$ cat src/rtl/cgra_tx_serializer_pkg.sv
// Shared SoC constants and types for the CGRA TX serializer slice.
// Instance defaults for packet width, AXI beat width and buffer depth live here.
package cgra_tx_serializer_pkg;

  localparam int AXI_DATA_W    = 64;
  localparam int CGRA_PKT_W    = 192;
  localparam int BEATS_PER_PKT = CGRA_PKT_W / AXI_DATA_W;
  localparam int TX_DEPTH      = 2;

  typedef enum logic {
    IDLE = 1'b0,
    SEND = 1'b1
  } ser_state_e;

endpackage

$ cat src/rtl/cgra_tx_serializer_if.sv
// AXI-Stream style bundle: wide packet input from the CGRA bridge and the
// beat output towards the DMA TX datapath.
interface cgra_tx_serializer_if
  import cgra_tx_serializer_pkg::*;
#(
  parameter int AXIS_W = CGRA_PKT_W,
  parameter int BEAT_W = AXI_DATA_W
);

  logic [AXIS_W-1:0] s_axis_tdata;
  logic              s_axis_tvalid;
  logic              s_axis_tready;
  logic [BEAT_W-1:0] m_axis_tdata;
  logic              m_axis_tvalid;
  logic              m_axis_tready;
  logic              m_axis_tlast;

  modport slave (
    input  s_axis_tdata, s_axis_tvalid, m_axis_tready,
    output s_axis_tready, m_axis_tdata, m_axis_tvalid, m_axis_tlast
  );

  modport master (
    output s_axis_tdata, s_axis_tvalid, m_axis_tready,
    input  s_axis_tready, m_axis_tdata, m_axis_tvalid, m_axis_tlast
  );

endinterface

$ cat src/rtl/cgra_tx_serializer_pkt_fifo.sv
// Whole-packet synchronous FIFO (cgra_tx_pkt_fifo) with flush, exposing both
// the head entry and the one behind it so the serializer can chain packets.
module cgra_tx_pkt_fifo
  import cgra_tx_serializer_pkg::*;
#(
  parameter  int WIDTH = CGRA_PKT_W,
  parameter  int DEPTH = TX_DEPTH,
  localparam int PW    = $clog2(DEPTH),
  localparam int CW    = PW + 1
) (
  input  logic             clk_i,
  input  logic             rstn_i,
  input  logic             push_i,
  input  logic [WIDTH-1:0] push_data_i,
  input  logic             pop_i,
  input  logic             flush_i,
  output logic [WIDTH-1:0] head_data_o,
  output logic [WIDTH-1:0] next_data_o,
  output logic             full_o,
  output logic             empty_o,
  output logic [CW-1:0]    count_o
);

  if (DEPTH < 2 || (DEPTH & (DEPTH - 1)) != 0) begin : g_bad_depth
    $error("cgra_tx_pkt_fifo: DEPTH must be a power of 2 and at least 2");
  end

  logic [WIDTH-1:0] mem_q [DEPTH];
  logic [PW-1:0]    wr_ptr_q;
  logic [PW-1:0]    rd_ptr_q;
  logic [PW-1:0]    rd_next;
  logic [CW-1:0]    count_q;

  // Pointers are exactly log2(DEPTH) wide, so increments wrap on their own.
  always_ff @(posedge clk_i or negedge rstn_i) begin
    if (!rstn_i) begin
      wr_ptr_q <= '0;
      rd_ptr_q <= '0;
      count_q  <= '0;
    end else if (flush_i) begin
      wr_ptr_q <= '0;
      rd_ptr_q <= '0;
      count_q  <= '0;
    end else begin
      if (push_i) wr_ptr_q <= wr_ptr_q + 1'b1;
      if (pop_i)  rd_ptr_q <= rd_ptr_q + 1'b1;
      case ({push_i, pop_i})
        2'b10:   count_q <= count_q + 1'b1;
        2'b01:   count_q <= count_q - 1'b1;
        default: count_q <= count_q;
      endcase
    end
  end

  always_ff @(posedge clk_i) begin
    if (push_i && !flush_i) mem_q[wr_ptr_q] <= push_data_i;
  end

  assign rd_next     = rd_ptr_q + 1'b1;
  assign head_data_o = mem_q[rd_ptr_q];
  assign next_data_o = mem_q[rd_next];
  assign full_o      = (count_q == CW'(DEPTH));
  assign empty_o     = (count_q == '0);
  assign count_o     = count_q;

endmodule

$ cat src/rtl/cgra_tx_serializer.sv
// Splits buffered CGRA packets into LSB-first AXI beats with tlast on the final beat.
// Define CGRA_TX_SER_CNT_EN to build the emitted-packet counter on pkt_cnt.
module cgra_tx_serializer
  import cgra_tx_serializer_pkg::*;
#(
  parameter  int AXIS_W  = CGRA_PKT_W,
  parameter  int BEAT_W  = AXI_DATA_W,
  parameter  int DEPTH   = TX_DEPTH,
  localparam int N_BEATS = AXIS_W / BEAT_W,
  localparam int BW      = (N_BEATS > 1) ? $clog2(N_BEATS) : 1,
  localparam int LW      = $clog2(DEPTH) + 1
) (
  input  logic                clk,
  input  logic                rstn,
  cgra_tx_serializer_if.slave bus,
  input  logic                flush,
  output logic                busy,
  output logic [LW-1:0]       level,
  output logic [31:0]         pkt_cnt
);

  if (AXIS_W % BEAT_W != 0) begin : g_bad_width
    $error("cgra_tx_serializer: AXIS_W must be a multiple of BEAT_W");
  end

  localparam logic [BW-1:0] LAST_BEAT = BW'(N_BEATS - 1);

  ser_state_e        state_q;
  logic [BW-1:0]     beat_q;
  logic [BW-1:0]     beat_d;
  logic              tvalid_q;
  logic              tlast_q;
  logic [BEAT_W-1:0] tdata_q;

  logic              fifo_full;
  logic              fifo_empty;
  logic [LW-1:0]     fifo_count;
  logic [AXIS_W-1:0] head_pkt;
  logic [AXIS_W-1:0] next_pkt;
  logic [AXIS_W-1:0] src_pkt;
  logic              push;
  logic              out_hs;
  logic              last_hs;
  logic              more_pkts;

  assign push    = bus.s_axis_tvalid && !fifo_full;
  assign out_hs  = tvalid_q && bus.m_axis_tready;
  assign last_hs = out_hs && tlast_q;

  cgra_tx_pkt_fifo #(
    .WIDTH (AXIS_W),
    .DEPTH (DEPTH)
  ) u_fifo (
    .clk_i       (clk),
    .rstn_i      (rstn),
    .push_i      (push),
    .push_data_i (bus.s_axis_tdata),
    .pop_i       (last_hs),
    .flush_i     (flush),
    .head_data_o (head_pkt),
    .next_data_o (next_pkt),
    .full_o      (fifo_full),
    .empty_o     (fifo_empty),
    .count_o     (fifo_count)
  );

  // On the tlast beat the next packet is either the second FIFO entry or,
  // when only the head remains, the packet being pushed this very cycle.
  always_comb begin
    beat_d    = (beat_q == LAST_BEAT) ? '0 : beat_q + 1'b1;
    more_pkts = (fifo_count > LW'(1)) || push;
    src_pkt   = head_pkt;
    if (tlast_q) src_pkt = (fifo_count > LW'(1)) ? next_pkt : bus.s_axis_tdata;
  end

  always_ff @(posedge clk or negedge rstn) begin
    if (!rstn) begin
      state_q  <= IDLE;
      beat_q   <= '0;
      tvalid_q <= 1'b0;
      tlast_q  <= 1'b0;
      tdata_q  <= '0;
    end else if (flush) begin
      state_q  <= IDLE;
      beat_q   <= '0;
      tvalid_q <= 1'b0;
      tlast_q  <= 1'b0;
      tdata_q  <= '0;
    end else begin
      case (state_q)
        IDLE: begin
          if (!fifo_empty) begin
            state_q  <= SEND;
            beat_q   <= '0;
            tvalid_q <= 1'b1;
            tdata_q  <= head_pkt[BEAT_W-1:0];
            tlast_q  <= (N_BEATS == 1);
          end
        end
        SEND: begin
          if (out_hs) begin
            if (!tlast_q || more_pkts) begin
              beat_q  <= beat_d;
              tdata_q <= src_pkt[int'(beat_d)*BEAT_W +: BEAT_W];
              tlast_q <= (beat_d == LAST_BEAT);
            end else begin
              state_q  <= IDLE;
              beat_q   <= '0;
              tvalid_q <= 1'b0;
              tlast_q  <= 1'b0;
            end
          end
        end
        default: state_q <= IDLE;
      endcase
    end
  end

`ifdef CGRA_TX_SER_CNT_EN
  logic [31:0] pkt_cnt_q;

  // An aborted tlast handshake (flush in the same cycle) is not counted.
  always_ff @(posedge clk or negedge rstn) begin
    if (!rstn) begin
      pkt_cnt_q <= '0;
    end else if (last_hs && !flush) begin
      pkt_cnt_q <= pkt_cnt_q + 32'd1;
    end
  end

  assign pkt_cnt = pkt_cnt_q;
`else
  assign pkt_cnt = '0;
`endif

  assign bus.s_axis_tready = !fifo_full;
  assign bus.m_axis_tvalid = tvalid_q;
  assign bus.m_axis_tdata  = tdata_q;
  assign bus.m_axis_tlast  = tlast_q;
  assign level             = fifo_count;
  assign busy              = (fifo_count != '0) || (state_q == SEND);

endmodule

$ cat src/flat_wrapper.sv
// flat-port wrapper written by rule: the top's interface ports become plain ports
module cgra_tx_serializer_flat import cgra_tx_serializer_pkg::*;
#(
  parameter  int AXIS_W  = CGRA_PKT_W,
  parameter  int BEAT_W  = AXI_DATA_W,
  parameter  int DEPTH   = TX_DEPTH,
  localparam int N_BEATS = AXIS_W / BEAT_W,
  localparam int BW      = (N_BEATS > 1) ? $clog2(N_BEATS) : 1,
  localparam int LW      = $clog2(DEPTH) + 1
)
  (clk, rstn, flush, busy, level, pkt_cnt, bus_s_axis_tdata, bus_s_axis_tvalid, bus_m_axis_tready, bus_s_axis_tready, bus_m_axis_tdata, bus_m_axis_tvalid, bus_m_axis_tlast);
  cgra_tx_serializer_if #(.AXIS_W(AXIS_W), .BEAT_W(BEAT_W)) bus_i ();
  input  logic clk;
  input  logic rstn;
  input  logic flush;
  output logic busy;
  output logic [LW-1:0] level;
  output logic [31:0] pkt_cnt;
  input wire logic [$bits(bus_i.s_axis_tdata)-1:0] bus_s_axis_tdata;
  input wire logic [$bits(bus_i.s_axis_tvalid)-1:0] bus_s_axis_tvalid;
  input wire logic [$bits(bus_i.m_axis_tready)-1:0] bus_m_axis_tready;
  output wire logic [$bits(bus_i.s_axis_tready)-1:0] bus_s_axis_tready;
  output wire logic [$bits(bus_i.m_axis_tdata)-1:0] bus_m_axis_tdata;
  output wire logic [$bits(bus_i.m_axis_tvalid)-1:0] bus_m_axis_tvalid;
  output wire logic [$bits(bus_i.m_axis_tlast)-1:0] bus_m_axis_tlast;
  assign bus_i.s_axis_tdata = bus_s_axis_tdata;
  assign bus_i.s_axis_tvalid = bus_s_axis_tvalid;
  assign bus_i.m_axis_tready = bus_m_axis_tready;
  assign bus_s_axis_tready = bus_i.s_axis_tready;
  assign bus_m_axis_tdata = bus_i.m_axis_tdata;
  assign bus_m_axis_tvalid = bus_i.m_axis_tvalid;
  assign bus_m_axis_tlast = bus_i.m_axis_tlast;
  cgra_tx_serializer #(.AXIS_W(AXIS_W), .BEAT_W(BEAT_W), .DEPTH(DEPTH)) u_core (.clk(clk), .rstn(rstn), .bus(bus_i), .flush(flush), .busy(busy), .level(level), .pkt_cnt(pkt_cnt));
endmodule
$ cat config.mk
export PLATFORM = sky130hd
export DESIGN_NAME = cgra_tx_serializer_flat
export DESIGN_NICKNAME = d
export VERILOG_FILES = /design/src/rtl/cgra_tx_serializer_pkg.sv /design/src/rtl/cgra_tx_serializer_if.sv /design/src/rtl/cgra_tx_serializer_pkt_fifo.sv /design/src/rtl/cgra_tx_serializer.sv /design/src/flat_wrapper.sv
export SDC_FILE = /design/constraint.sdc
export NUM_CORES = 1
export LEC_CHECK = 0
export CAP_MARGIN = 15
export CORE_UTILIZATION = 55
export DETAILED_ROUTE_END_ITERATION = 7
export PLACE_DENSITY = 0.89
export SYNTH_ARGS = -nofsm -noshare
export SYNTH_HDL_FRONTEND = slang
export SYNTH_HIERARCHICAL = 1
export SYNTH_SLANG_ARGS = --single-unit
$ cat constraint.sdc
create_clock -name clk -period 28 [get_ports clk]
set_input_delay 2.8 -clock clk [delete_from_list [all_inputs] [get_ports clk]]
set_output_delay 2.8 -clock clk [all_outputs]
set_load 0.02 [all_outputs]
==> reports/qor.yml <==
outcome: "completed"
powerDensity_mw_per_mm2: 66.3
fmax_mhz: 170
peakVddDrop_mv: 0.0508
antenna_left: 0
grt_pass1_vias: 12473
wl_per_cell_um: 22.5
cts.sinks: 456
worst_slack_ns: 22.11
worstPathArrival_ns: 6.06
tns_ns: 0
drive_gt1_share_pct: 25.1
syn_avg_cell_area_um2: 16.7
dp_hpwl_um: 27900
cp_data_required_time_ns: 28.17
rows: 71
dieArea_mm2: 0.0389
drt-initial-drc-count: 721
via_per_inst: 5.73
timing_max_transition_violations_final: 0
min_period_over_period_pct: 21.0
grt_first_pass_wirelength_um: 70000
clock_path_buffers: 3
hold_viol: 0
port_buffers: 266
min_period_ns: 5.89
cp-startpoint: "bus_s_axis_tvalid"
relSlewSlack_pct: 23.3
first_pass_iters: 5
postCtsSetupBuffers: 0
endpoint_kind: "register"
r2r_start: "u_core/u_fifo/count_o[1]"
startpoint_type: "input port"
antenna_found_initial: 3
yosys_warnings: 6
ctsResizeCount: 0
min_path_type: "reg -> reg"
pin_count: 299
htree_num_levels: 2
critPathKind: "in -> reg"
syn2layout_area_growth_pct: 20.1
layout.nets: 1703
critical_path.most_common_cell: "buf_4"
cp_slowest_cell: "and3b_4"
cp_cell_sequence: "clkdlybuf4s50_1, nor2b_1, and3b_4, buf_4, buf_4"
final_cell_mix: "edfxtp_1 (384), clkdlybuf4s50_1 (265), mux2_4 (223)"
fin_skew_ns: 0.0199
dpl_worst_slack_ns: 21.58
holdBufCountCts: 0
rsz0062_at_grt: "false"
n_fill_cell: 2485
drt-total-wl_um: 46300
drc: 0
grt_max_degree: 115
worstMarginPinSlew_ns: 1.15
cts.clk_slew.worst_paths_ns: 0.06
die_x_um: 197
globalRoute.totalOverflow: 0
hp-start: "u_core/bus.m_axis_tdata[10]"
die_h_um: 197
clk_latency_ns: 0.56
p_leak_nw: 8.88
vias: 11772
setup_viol: 0
mostFrequentLayoutCell: "edfxtp_1"
core_mm2: 0.0376
cp_max_fo: 48
slowest_delay_ns: 0.83
ff_latch_area_mm2: 0.0133
cts-buffers-inserted: 46
maxCapViolations: 0
start_util_pct: 55.8
multi_input_area_mm2: 0.00685
synth_cells: 1258
cts_tree: "built"
synth_area_mm2: 0.0210
root_buffer: "clkbuf_16"
place_congestion: 0.753
grt_usage_pct: 23.6
-- cell type report --
cell class                      count  share of cell area (%)
Antenna cell                        1                 0.00994
Sequential cell                   456                    53.0
Tap cell                          511                    2.54
Multi-Input combinational cell    715                    27.2
Clock buffer                       67                    5.38
Clock inverter                     19                   0.701
Inverter                            5                  0.0746
Timing Repair Buffer              282                    11.1
-- power by group --
group | internal, mW | leakage (nW) | switching [mW] | total [mW]
Clock | 0.364 | 0.746 | 0.251 | 0.614
Sequential | 0.786 | 4.46 | 0.0274 | 0.813
Combinational | 0.113 | 3.68 | 0.129 | 0.242
-- per-stage QoR --
step | cells | area (um2) | utilization, % | power (mW) | hold WS [ns]
finish | 2056 | 25200 | 67.0 | 1.67 | 0.479
global route | 2055 | 25200 | 67.0 | 1.72 | 0.498
CTS | 2055 | 25200 | 67.0 | 1.68 | 0.480
detailed placement | 1969 | 23600 | 62.9 | 1.07 | 0.471
global placement | 1969 | 23600 | 62.9 | 1.06 | 0.464
floorplan | 1289 | 21100 | - | 0.971 | 0.517
-- worst max-delay path, delay by kind of cell --
kind	cells	cell delay [ns]
buf+inv	3	1.75
simple gates	2	1.43
-- final timing paths --
kind,end,slack [ns],depth (start not counted)
worst max-delay path,u_core/u_fifo/mem_q[1][12],22.11,5
worst min-delay path,u_core/bus.m_axis_tdata[10],0.48,2
worst max register to register,u_core/u_fifo/mem_q[1][12],23.84,5
worst min register to register,u_core/bus.m_axis_tdata[10],0.48,2
max in group asynchronous,u_core/beat_q[0],24.71,2
min in group asynchronous,u_core/bus.m_axis_tdata[57],2.22,1
-- sequential cells by signal, indices dropped and copies added (netlist names) --
signal                    flops
u_core/bus.m_axis_tvalid      1
u_core/u_fifo/count_o         2
u_core/u_fifo/wr_ptr_q        1
u_core/u_fifo/mem_q         384
u_core/u_fifo/rd_ptr_q        1
u_core/state_q                1
u_core/beat_q                 2
u_core/bus.m_axis_tdata      64
-- per-layer routing --
| layer | global-route usage, % | up-vias | share of wire (%) |
|---|---|---|---|
| met5 | 0 | - | 0.065 |
| met4 | 8.61 | 4 | 3.2 |
| met3 | 4.51 | 99 | 5.9 |
| met2 | 40.9 | 436 | 51 |
| met1 | 29.5 | 5957 | 40 |
| li1 | - | 5276 | - |
No activity file was read; power rests on OpenSTA's default activity.
